## config.mk

```make
export PLATFORM = sky130hd
export DESIGN_NAME = axi_burst_master
export DESIGN_NICKNAME = d
export VERILOG_FILES = /design/src/rtl/axi_pkg.sv /design/src/rtl/axi_beat_counter.sv /design/src/rtl/axi_burst_master.sv
export SDC_FILE = /design/constraint.sdc
export NUM_CORES = 1
export LEC_CHECK = 0
export CAP_MARGIN = 20
export CORE_UTILIZATION = 39
export CTS_BUF_LIST = sky130_fd_sc_hd__clkbuf_4
export DETAILED_ROUTE_END_ITERATION = 7
export PLACE_DENSITY = 0.94
export SYNTH_ARGS = -nofsm -noshare
export SYNTH_HDL_FRONTEND = slang
export SYNTH_SLANG_ARGS = --single-unit
```

## constraint.sdc

```tcl
create_clock -name ACLK -period 2.5 [get_ports ACLK]
set_input_delay 0.5 -clock ACLK [delete_from_list [all_inputs] [get_ports ACLK]]
set_output_delay 0.5 -clock ACLK [all_outputs]
set_load 0.05 [all_outputs]
```

## src/rtl/axi_pkg.sv

```systemverilog
// Shared types and helpers for the AXI burst master.
//   axi_resp_e   : AXI response codes, ordered so that a larger value is a worse outcome
//   mst_state_e  : burst master FSM states
//   AXI_4KB      : size of the AXI address page that a burst must not cross
//   crosses_4kb  : 1 when a burst of (len+1) beats of 2**size bytes starting at the
//                  given in-page offset runs past the end of the 4 KB page
//   resp_worst   : the numerically larger (worse) of two responses
package axi_pkg;

    typedef enum logic [1:0] {
        RESP_OKAY   = 2'd0,
        RESP_EXOKAY = 2'd1,
        RESP_SLVERR = 2'd2,
        RESP_DECERR = 2'd3
    } axi_resp_e;

    typedef enum logic [2:0] {
        ST_IDLE,
        ST_WADDR,
        ST_WDATA,
        ST_WRESP,
        ST_RADDR,
        ST_RDATA
    } mst_state_e;

    localparam int AXI_4KB = 4096;

    function automatic logic crosses_4kb(input logic [11:0] offset,
                                         input logic [7:0]  len,
                                         input logic [2:0]  size);
        logic [16:0] nbytes;   // largest burst is 256 beats << 7 = 32768 bytes
        logic [17:0] end_off;
        nbytes  = (17'(len) + 17'd1) << size;
        end_off = 18'(offset) + 18'(nbytes);
        return end_off > 18'(AXI_4KB);
    endfunction

    function automatic axi_resp_e resp_worst(input axi_resp_e a, input axi_resp_e b);
        return (b > a) ? b : a;
    endfunction

endpackage

```

## src/rtl/axi_beat_counter.sv

```systemverilog
// Beat counter shared by the write-data and read-data phases of a burst.
//   clk, rst : clock and asynchronous active-high reset
//   clear    : restart the count at zero (new command accepted)
//   inc      : one data beat handshaked this cycle
//   len      : burst length in AXLEN encoding (beats - 1)
//   beat     : index of the beat currently on the bus (9 bits so a 256-beat burst never wraps)
//   last     : the current beat is the final one of the burst
module axi_beat_counter (
    input  logic       clk,
    input  logic       rst,
    input  logic       clear,
    input  logic       inc,
    input  logic [7:0] len,
    output logic [8:0] beat,
    output logic       last
);

    always_ff @(posedge clk or posedge rst) begin
        if (rst) begin
            beat <= '0;
        end else if (clear) begin
            beat <= '0;
        end else if (inc) begin
            beat <= beat + 9'd1;
        end
    end

    assign last = (beat == {1'b0, len});

endmodule

```

## src/rtl/axi_burst_master.sv

```systemverilog
// AXI4 manager that turns one local command into a single INCR write or read burst.
// One transaction is in flight at a time; completion is a one-cycle done pulse with status.
//   ACLK, ARESET           : clock, asynchronous active-high reset
//   cmd_*                  : command handshake (write/read, start address, AXLEN, AXSIZE)
//   wd_valid/ready/data    : local write-data stream, passed straight onto the W channel
//   rd_valid/ready/data/last : local read-data stream, passed straight from the R channel
//   done, done_resp        : completion pulse and its AXI response code
//   AW*, W*, B*, AR*, R*   : AXI4 manager-side channel signals
// Illegal commands (beat size wider than the bus, or a burst crossing a 4 KB page) are
// accepted but produce no bus activity; they complete one cycle later with SLVERR.
// ADDR_WIDTH must be at least 12 so that the in-page offset is available.
module axi_burst_master
    import axi_pkg::*;
#(
    parameter int DATA_WIDTH = 32,
    parameter int ADDR_WIDTH = 16
) (
    input  logic                  ACLK,
    input  logic                  ARESET,
    // command port
    input  logic                  cmd_valid,
    output logic                  cmd_ready,
    input  logic                  cmd_write,
    input  logic [ADDR_WIDTH-1:0] cmd_addr,
    input  logic [7:0]            cmd_len,
    input  logic [2:0]            cmd_size,
    // local write-data stream
    input  logic                  wd_valid,
    output logic                  wd_ready,
    input  logic [DATA_WIDTH-1:0] wd_data,
    // local read-data stream
    output logic                  rd_valid,
    input  logic                  rd_ready,
    output logic [DATA_WIDTH-1:0] rd_data,
    output logic                  rd_last,
    // completion
    output logic                  done,
    output logic [1:0]            done_resp,
    // write address channel
    output logic [ADDR_WIDTH-1:0] AWADDR,
    output logic [7:0]            AWLEN,
    output logic [2:0]            AWSIZE,
    output logic                  AWVALID,
    input  logic                  AWREADY,
    // write data channel
    output logic [DATA_WIDTH-1:0] WDATA,
    output logic                  WLAST,
    output logic                  WVALID,
    input  logic                  WREADY,
    // write response channel
    input  logic [1:0]            BRESP,
    input  logic                  BVALID,
    output logic                  BREADY,
    // read address channel
    output logic [ADDR_WIDTH-1:0] ARADDR,
    output logic [7:0]            ARLEN,
    output logic [2:0]            ARSIZE,
    output logic                  ARVALID,
    input  logic                  ARREADY,
    // read data channel
    input  logic [DATA_WIDTH-1:0] RDATA,
    input  logic [1:0]            RRESP,
    input  logic                  RLAST,
    input  logic                  RVALID,
    output logic                  RREADY
);

    localparam logic [2:0] MAX_SIZE = 3'($clog2(DATA_WIDTH / 8));

    mst_state_e            state, state_nxt;
    logic [ADDR_WIDTH-1:0] addr_q;
    logic [7:0]            len_q;
    logic [2:0]            size_q;
    axi_resp_e             resp_acc;
    axi_resp_e             r_worst;
    logic                  done_q;
    axi_resp_e             done_resp_q;

    logic                  cmd_fire;
    logic                  cmd_illegal;
    logic                  w_fire;
    logic                  r_fire;
    logic                  b_fire;
    logic                  r_len_err;
    logic [8:0]            beat;
    logic                  beat_last;

    assign cmd_fire    = cmd_valid & cmd_ready;
    assign cmd_illegal = (cmd_size > MAX_SIZE) | crosses_4kb(cmd_addr[11:0], cmd_len, cmd_size);
    assign w_fire      = (state == ST_WDATA) & wd_valid & WREADY;
    assign r_fire      = (state == ST_RDATA) & RVALID & rd_ready;
    assign b_fire      = (state == ST_WRESP) & BVALID;
    assign r_worst     = resp_worst(resp_acc, axi_resp_e'(RRESP));
    // RLAST on any beat other than the one AXLEN announced is a protocol error.
    assign r_len_err   = (beat != {1'b0, len_q});

    axi_beat_counter u_beat (
        .clk   (ACLK),
        .rst   (ARESET),
        .clear (cmd_fire),
        .inc   (w_fire | r_fire),
        .len   (len_q),
        .beat  (beat),
        .last  (beat_last)
    );

    // State register
    always_ff @(posedge ACLK or posedge ARESET) begin
        if (ARESET) begin
            state <= ST_IDLE;
        end else begin
            state <= state_nxt;
        end
    end

    // Next-state logic
    always_comb begin
        state_nxt = state;
        unique case (state)
            ST_IDLE: begin
                // Illegal commands are consumed here and never leave IDLE.
                if (cmd_valid && !cmd_illegal) begin
                    state_nxt = cmd_write ? ST_WADDR : ST_RADDR;
                end
            end
            ST_WADDR: if (AWREADY)             state_nxt = ST_WDATA;
            ST_WDATA: if (w_fire && beat_last) state_nxt = ST_WRESP;
            ST_WRESP: if (BVALID)              state_nxt = ST_IDLE;
            ST_RADDR: if (ARREADY)             state_nxt = ST_RDATA;
            ST_RDATA: if (r_fire && RLAST)     state_nxt = ST_IDLE;
            default:                           state_nxt = ST_IDLE;
        endcase
    end

    // Output logic: every VALID depends only on state and local-side valids, never on a READY.
    always_comb begin
        cmd_ready = 1'b0;
        AWVALID   = 1'b0;
        WVALID    = 1'b0;
        WLAST     = 1'b0;
        wd_ready  = 1'b0;
        BREADY    = 1'b0;
        ARVALID   = 1'b0;
        RREADY    = 1'b0;
        rd_valid  = 1'b0;
        rd_last   = 1'b0;
        unique case (state)
            ST_IDLE:  cmd_ready = 1'b1;
            ST_WADDR: AWVALID   = 1'b1;
            ST_WDATA: begin
                WVALID   = wd_valid;
                wd_ready = WREADY;
                WLAST    = beat_last;
            end
            ST_WRESP: BREADY    = 1'b1;
            ST_RADDR: ARVALID   = 1'b1;
            ST_RDATA: begin
                RREADY   = rd_ready;
                rd_valid = RVALID;
                rd_last  = RLAST;
            end
            default: ;
        endcase
    end

    // Command registers, response accumulation and completion pulse
    always_ff @(posedge ACLK or posedge ARESET) begin
        if (ARESET) begin
            addr_q      <= '0;
            len_q       <= '0;
            size_q      <= '0;
            resp_acc    <= RESP_OKAY;
            done_q      <= 1'b0;
            done_resp_q <= RESP_OKAY;
        end else begin
            done_q      <= 1'b0;
            done_resp_q <= RESP_OKAY;
            if (cmd_fire) begin
                addr_q   <= cmd_addr;
                len_q    <= cmd_len;
                size_q   <= cmd_size;
                resp_acc <= RESP_OKAY;
                if (cmd_illegal) begin
                    done_q      <= 1'b1;
                    done_resp_q <= RESP_SLVERR;
                end
            end
            if (b_fire) begin
                done_q      <= 1'b1;
                done_resp_q <= axi_resp_e'(BRESP);
            end
            if (r_fire) begin
                resp_acc <= r_worst;
                if (RLAST) begin
                    done_q      <= 1'b1;
                    done_resp_q <= r_len_err ? RESP_SLVERR : r_worst;
                end
            end
        end
    end

    assign done      = done_q;
    assign done_resp = done_resp_q;
    assign AWADDR    = addr_q;
    assign AWLEN     = len_q;
    assign AWSIZE    = size_q;
    assign ARADDR    = addr_q;
    assign ARLEN     = len_q;
    assign ARSIZE    = size_q;
    assign WDATA     = wd_data;
    assign rd_data   = RDATA;

endmodule

```

==> results of run 1 <==
flip-flops by register name, indices dropped and copies added, names as in the netlist:
register     flops
ARADDR          16
ARLEN            8
ARSIZE           3
done             1
done_resp        2
resp_acc         2
state            3
u_beat.beat      9
power by group through the flow:
stage          clock (W)  combinational (W)  sequential (W)
4_1_cts         0.000510            0.00407         0.00126
5_1_grt         0.000532            0.00433         0.00130
3_3_place_gp           0            0.00396         0.00125
3_5_place_dp           0            0.00401         0.00127
2_1_floorplan          0            0.00242         0.00203
6_report        0.000502            0.00415         0.00125
through the flow:
stage | setup WS [ns] | total power (W)
after floorplan | -0.611 | 0.00445
after global placement | -1.49 | 0.00522
after detailed placement | -1.69 | 0.00528
after CTS | -0.730 | 0.00584
after global routing | -0.847 | 0.00616
final | -0.700 | 0.00591
layer usage:
layer  track usage  share of wire  up-vias
met5             0              0        -
met4         0.100          0.035        0
met3        0.0438          0.073       52
met2         0.399           0.52      164
met1         0.240           0.37     1725
li1              -              -     1626
area by class of cell:
| cell class | count | area [um2] |
|---|---|---|
| fill | 810 | 4340 |
| inverter | 18 | 73.8 |
| sequential | 44 | 1100 |
| clock buffer | 5 | 37.5 |
| multi-input combinational | 271 | 2250 |
| clock inverter | 3 | 46.3 |
| timing repair buffer | 182 | 1710 |
| tap | 133 | 166 |
cell usage in the layout (no fill, tap or decap), drive strengths merged, types with 4 or more instances in the layout:
| cell | n |
|---|---|
| and3 | 5 |
| nor2b | 5 |
| dlygate4sd2 | 7 |
| clkbuf | 5 |
| dfrtp | 44 |
| o211ai | 5 |
| o21ai | 21 |
| nor2 | 27 |
| nor3 | 6 |
| a211oi | 5 |
| mux2i | 10 |
| buf | 84 |
| mux2 | 27 |
| xnor2 | 10 |
| inv | 18 |
| nand4 | 6 |
| ha | 18 |
| nand3 | 16 |
| clkdlybuf4s50 | 89 |
| xor2 | 10 |
| and2 | 4 |
| a21oi | 23 |
| nand2 | 22 |
kinds of logic (layout without fill, tap and decap cells):
kind of cell / Yosys count / in the layout / synth area share
buf+inv: 124 / 208 / 0.208
simple gates: 111 / 111 / 0.148
mux: 37 / 37 / 0.104
compound gates: 84 / 84 / 0.149
flops: 44 / 44 / 0.283
xor+xnor: 20 / 20 / 0.0450
fa+ha+maj: 19 / 19 / 0.0631
timing repair:
action / 4_1_cts / 5_1_grt
setup endpoints to repair: 8 / 5
resized for setup: 58 / 26
setup buffers: 14 / 5
gates cloned: 1 / 0
pin swaps: 21 / 13
hold buffers: 0 / 0
path summary, 6_finish.rpt:
check | start | end | slack [ns] | depth (start not counted)
max | cmd_len[0] | done | -0.70 | 16
min | cmd_len[7] | ARLEN[7] | 0.46 | 2
max reg2reg | u_beat.beat[0] | state[0] | 0.40 | 8
min reg2reg | ARADDR[12] | ARADDR[12] | 0.55 | 1
max in group asynchronous | ARESET | u_beat.beat[3] | 1.51 | 3
min in group asynchronous | ARESET | ARADDR[11] | 0.57 | 3
==> flow_summary.toml, run 1 <==
[yosys]
synth.area.top_cells = "dfrtp_1 (28%), buf_4 (18%), mux2_2 (7.8%)"
ys_top_cells_by_count = "buf_4 (91), dfrtp_1 (44), mux2_2 (27), nor2_1 (27)"
async_flop_share = 1.00
synth_top_flop_cell = "dfrtp_1"
synth_cell_types = 62
synth_edf_count = 0
syn_inst = 439
seq_area_frac_synth = 0.283
synth_nets = 565
syn_area_um2 = 3890
synth_top_cell_area_share = 0.283
syn_area_per_cell_um2 = 8.86
yosysMostFrequentCell = "buf_4"
synth_top_area_cell = "dfrtp_1"
ys.warnings.count = 0
ys_ff_latch = 44

[place]
gp_congestion = 0.953
placedCellCount = 628
place_area_um2 = 4940
port_buffers = 109
dp_hpwl_um = 8600

[worst_hold_path]
hold_class = "primary input to register"

[worst_setup_path]
worstSetupPathType = "primary input to register"
cp.arrival_ns = 3.47
cp_max_fo = 4
crit_buf_inv = 2
crit_path_end_kind = "register"
required_ns = 2.77
crit_path_start_kind = "primary input"
path_delay_family = "compound AO/OA/AOI/OAI gates"
crit_slowest_cell = "ha_1"
cp_slowest_stage_delay_ns = 0.36
crit_top_cell = "a211o_1"
crit_chain = "buf_8, ha_4, and4_4, xor2_2, nor2_2, a21oi_2, mux2i_2, mux2i_1, ha_1, buf_6, a21o_1, or2_1, a211o_1, a22oi_2, a21oi_4, a211o_1"

[floorplanning]
die_h_um = 102
initial_core_util = 0.400
dieWidth_um = 102
core-area_um2 = 9730
ios = 238
dieArea_um2 = 10400
num_rows = 36

[power]
power_density_nw_per_um2 = 1100
combinationalPowerShare = 0.703
clkPwrFrac = 0.085
ir_worst_vdd_uv = 726
p_leak_nw = 2.32
pwr-share-seq = 0.212
p_sw_frac = 0.538
internal_power_w = 0.00273
netSwitchingPower_w = 0.00318

[clocking]
clk_path_buf_depth = 2
cts.sink_count = 44
cts_tree = "built"
cts_inserted_buffers = 5
clock-root-buffer = "clkbuf_4"
worstSkewPairLatency_ns = 0.38
clkTransAtPathRegs_ns = 0.16
cts-htree-levels = 2

[route]
firstDrtPassIters = 4
vias = 3567
routed_wl_um = 11500
viasPerCell = 5.44
postRouteAntennaNets = 0
drtIter0Drc = 208
drc = 0
routedWlPerCell_um = 17.5

[sta]
setup_viol = 4
rsz0062_at_grt = "yes"
fin_skew_ns = 0.0138
slew_headroom = 0.613
tightest_slew_ns = 0.571
setup_tns_ns = -2.63
timing.final.ws_setup_ns = -0.700
report.final.hold_viol_count = 0
fin_crit_ns = 3.20
min_period_over_period = 1.28
hold-worst-slack_ns = 0.463
slew_viol_final = 0
max_freq_ghz = 0.313

[layout]
fin_cells = 656
synthToLayoutAreaGrowth_pct = 38.6
fin_area_um2 = 5390
diodes = 0
drive_gt1_frac = 0.331
fin_nets = 648
fin_util = 0.554

[status]
violations = "setup timing"
status = "complete, but fails checks"

[global_routing]
grt_first_pass_wirelength_um = 17500
grt_max_degree = 45
grt_usage = 0.217
antenna_found_initial = 0
grt_pass1_vias = 3616
overflow = 0

[run]
max_cap_viol_count = 0
(Power assumes the default switching activity.)
==> run 2, diff against run 1 <==
--- a/config.mk
+++ b/config.mk
@@ -5,11 +5,13 @@
 export SDC_FILE = /design/constraint.sdc
 export NUM_CORES = 1
 export LEC_CHECK = 0
+export ABC_AREA = 1
 export CAP_MARGIN = 20
-export CORE_UTILIZATION = 39
+export CORE_UTILIZATION = 40
 export CTS_BUF_LIST = sky130_fd_sc_hd__clkbuf_4
 export DETAILED_ROUTE_END_ITERATION = 7
 export PLACE_DENSITY = 0.94
 export SYNTH_ARGS = -nofsm -noshare
 export SYNTH_HDL_FRONTEND = slang
+export SYNTH_HIERARCHICAL = 1
 export SYNTH_SLANG_ARGS = --single-unit
==> flow_summary.toml, run 2 <==
[layout]
fill_cells = 924
fin_util = 0.548
diodes = 0
largest_register_ffs = 16
drive_gt1_frac = 0.201
final_common_cell = "nand2_1"
layout_common_cells = "nand2_1 (162), clkdlybuf4s50_1 (89), buf_4 (61), inv_1 (60), dfrtp_1 (44)"
synthToLayoutAreaGrowth_pct = 31.3
fin_nets = 806

[global_routing]
grt_first_pass_wirelength_um = 18200
grt_pass1_vias = 3952
grt_usage = 0.206
overflow = 0
antenna_found_initial = 0
grt_max_degree = 41

[sta]
setup_viol = 5
timing.final.ws_setup_ns = -0.527
max_freq_ghz = 0.330
tightest_slew_ns = 0.506
rsz0062_at_grt = "yes"
fin_skew_ns = 0.00985
slew_headroom = 0.661
report.final.hold_viol_count = 0
fin_crit_ns = 3.03
min_period_over_period = 1.21
slew_viol_final = 0

[floorplanning]
dieArea_um2 = 10700
core-area_um2 = 9910
dieWidth_um = 104
num_rows = 36
die_h_um = 104
initial_core_util = 0.417
ios = 238

[yosys]
syn_inst = 608
yosysMostFrequentCell = "nand2_1"
synth-simple-area-share = 0.304
synth_top_area_cell = "dfrtp_1"
synth_top_family_by_area = "simple AND/OR/NAND/NOR gates"
syn_area_per_cell_um2 = 6.80
ys.warnings.count = 6
synth_top_flop_cell = "dfrtp_1"
seq_area_frac_synth = 0.266
syn_area_um2 = 4140
synth_xor_area_frac = 0.0339
synth_top_cell_area_share = 0.266
synth_mux_area_frac = 0.00726
synth_cell_types = 42
synth_edf_count = 0
synth_nets = 734
synthAdderAreaFrac = 0.0593
synth.area.top_cells = "dfrtp_1 (27%), buf_4 (17%), nand2_1 (15%)"
ys_ff_latch = 44
synth-compound-area-share = 0.0844
async_flop_share = 1.00
ys_top_cells_by_count = "nand2_1 (167), buf_4 (91), inv_1 (67), nor2_1 (46), dfrtp_1 (44)"

[worst_setup_path]
cp.arrival_ns = 3.28
cp_slowest_stage_delay_ns = 0.30
worstSetupPathType = "primary input to register"
crit_slowest_cell = "ha_1"
required_ns = 2.76
crit_path_end_kind = "register"
crit_path_start_kind = "primary input"
crit_top_cell = "nand2_1"
cp_max_fo = 4

[place]
port_buffers = 109
gp_congestion = 0.893
dp_hpwl_um = 8440

[clocking]
clk_path_buf_depth = 2
clock-root-buffer = "clkbuf_4"
clkTransAtPathRegs_ns = 0.13
cts_tree = "built"
cts.sink_count = 44
cts_hold_buf = 0
cts_inserted_buffers = 5
cts-htree-levels = 2
worstSkewPairLatency_ns = 0.36

[status]
status = "complete, but fails checks"
violations = "setup timing"

[power]
ir_worst_vdd_uv = 712
power_w = 0.00586
power_density_nw_per_um2 = 1080
p_leak_nw = 2.78

[route]
postRouteAntennaNets = 0
routed_wl_um = 11000
viasPerCell = 4.87
drtIter0Drc = 169
vias = 3957
drc = 0
routedWlPerCell_um = 13.5
firstDrtPassIters = 5

[run]
max_cap_viol_count = 0

[worst_hold_path]
hold_class = "primary input to register"
run 2: worst paths after layout:
check,start,to,slack (ns),depth (start not counted)
worst min-delay path,cmd_len[2],ARLEN[2],0.41,3
worst max register to register,state[2],u_beat/beat[7],0.25,11
min in group asynchronous,ARESET,u_beat/beat[2],0.43,2
max in group asynchronous,ARESET,ARADDR[4],1.79,3
worst min register to register,ARADDR[12],ARADDR[12],0.53,2
worst max-delay path,cmd_len[2],done,-0.53,26
run 2: area by class of cell:
cell class	instances	area [um2]	share of cell area
sequential	44	1100	0.203
inverter	74	299	0.0551
clock inverter	2	60.1	0.0111
tap	133	166	0.0307
multi-input combinational	388	2190	0.403
timing repair buffer	167	1580	0.290
clock buffer	5	37.5	0.00692
run 2: power by group:
| group | internal (W) | switching (W) | total [W] |
|---|---|---|---|
| Sequential | 0.000969 | 0.000301 | 0.00127 |
| Combinational | 0.00136 | 0.00268 | 0.00404 |
| Clock | 0.000306 | 0.000244 | 0.000550 |
run 2: cells by family (layout without fill, tap and decap cells):
family | Yosys count | after routing
buffers and inverters | 176 | 248
adder cells (fa/ha/maj) | 19 | 19
XOR/XNOR | 16 | 16
AND/OR/NAND/NOR | 286 | 286
flip-flops | 44 | 44
AO/OA/AOI/OAI | 64 | 64
multiplexers | 3 | 3
run 2: stage by stage:
step / setup TNS [ns] / area (um2) / cells / hold slack, ns / worst slack (ns)
finish: -2.52 / 5430 / 813 / 0.410 / -0.527
global route: -4.00 / 5430 / 813 / 0.393 / -0.822
CTS: -1.71 / 5380 / 812 / 0.402 / -0.399
detailed placement: -6.93 / 5110 / 796 / 0.498 / -1.43
global placement: -6.97 / 5110 / 796 / 0.490 / -1.43
floorplan: -1.88 / 4170 / 608 / 0.328 / -0.432
run 2: timing repair:
action / in CTS / in global routing
resized for setup: 79 / 9
setup buffers: 10 / 1
pin swaps: 36 / 10
setup endpoints to repair: 6 / 6
endpoints found under the hold margin: 0 / 0
run 2: worst max-delay path: cells and delay by family:
kind / cells / cell delay [ns]
and+or+nand+nor: 14 / 1.37
AOI/OAI and AO/OA: 3 / 0.35
adders and majority gates: 1 / 0.30
buffers and inverters: 6 / 0.45
muxes: 1 / 0.13
xor gates and xnor gates: 1 / 0.19
run 2: per-layer routing:
metal / vias to the layer above / routed length (um) / global-route usage
met5: - / 0 / 0
met3: 19 / 618 / 0.0485
met4: 0 / 144 / 0.0449
li1: 1977 / - / -
met2: 140 / 5490 / 0.372
met1: 1821 / 4720 / 0.246
==> run 3, diff against run 2 <==
--- a/config.mk
+++ b/config.mk
@@ -9,6 +9,7 @@
 export CAP_MARGIN = 20
 export CORE_UTILIZATION = 40
 export CTS_BUF_LIST = sky130_fd_sc_hd__clkbuf_4
+export CTS_CLUSTER_DIAMETER = 60
 export DETAILED_ROUTE_END_ITERATION = 7
 export PLACE_DENSITY = 0.94
 export SYNTH_ARGS = -nofsm -noshare
==> results of run 3 <==
Same layout as run 2: the final DEF is identical, and so are final timing and power.
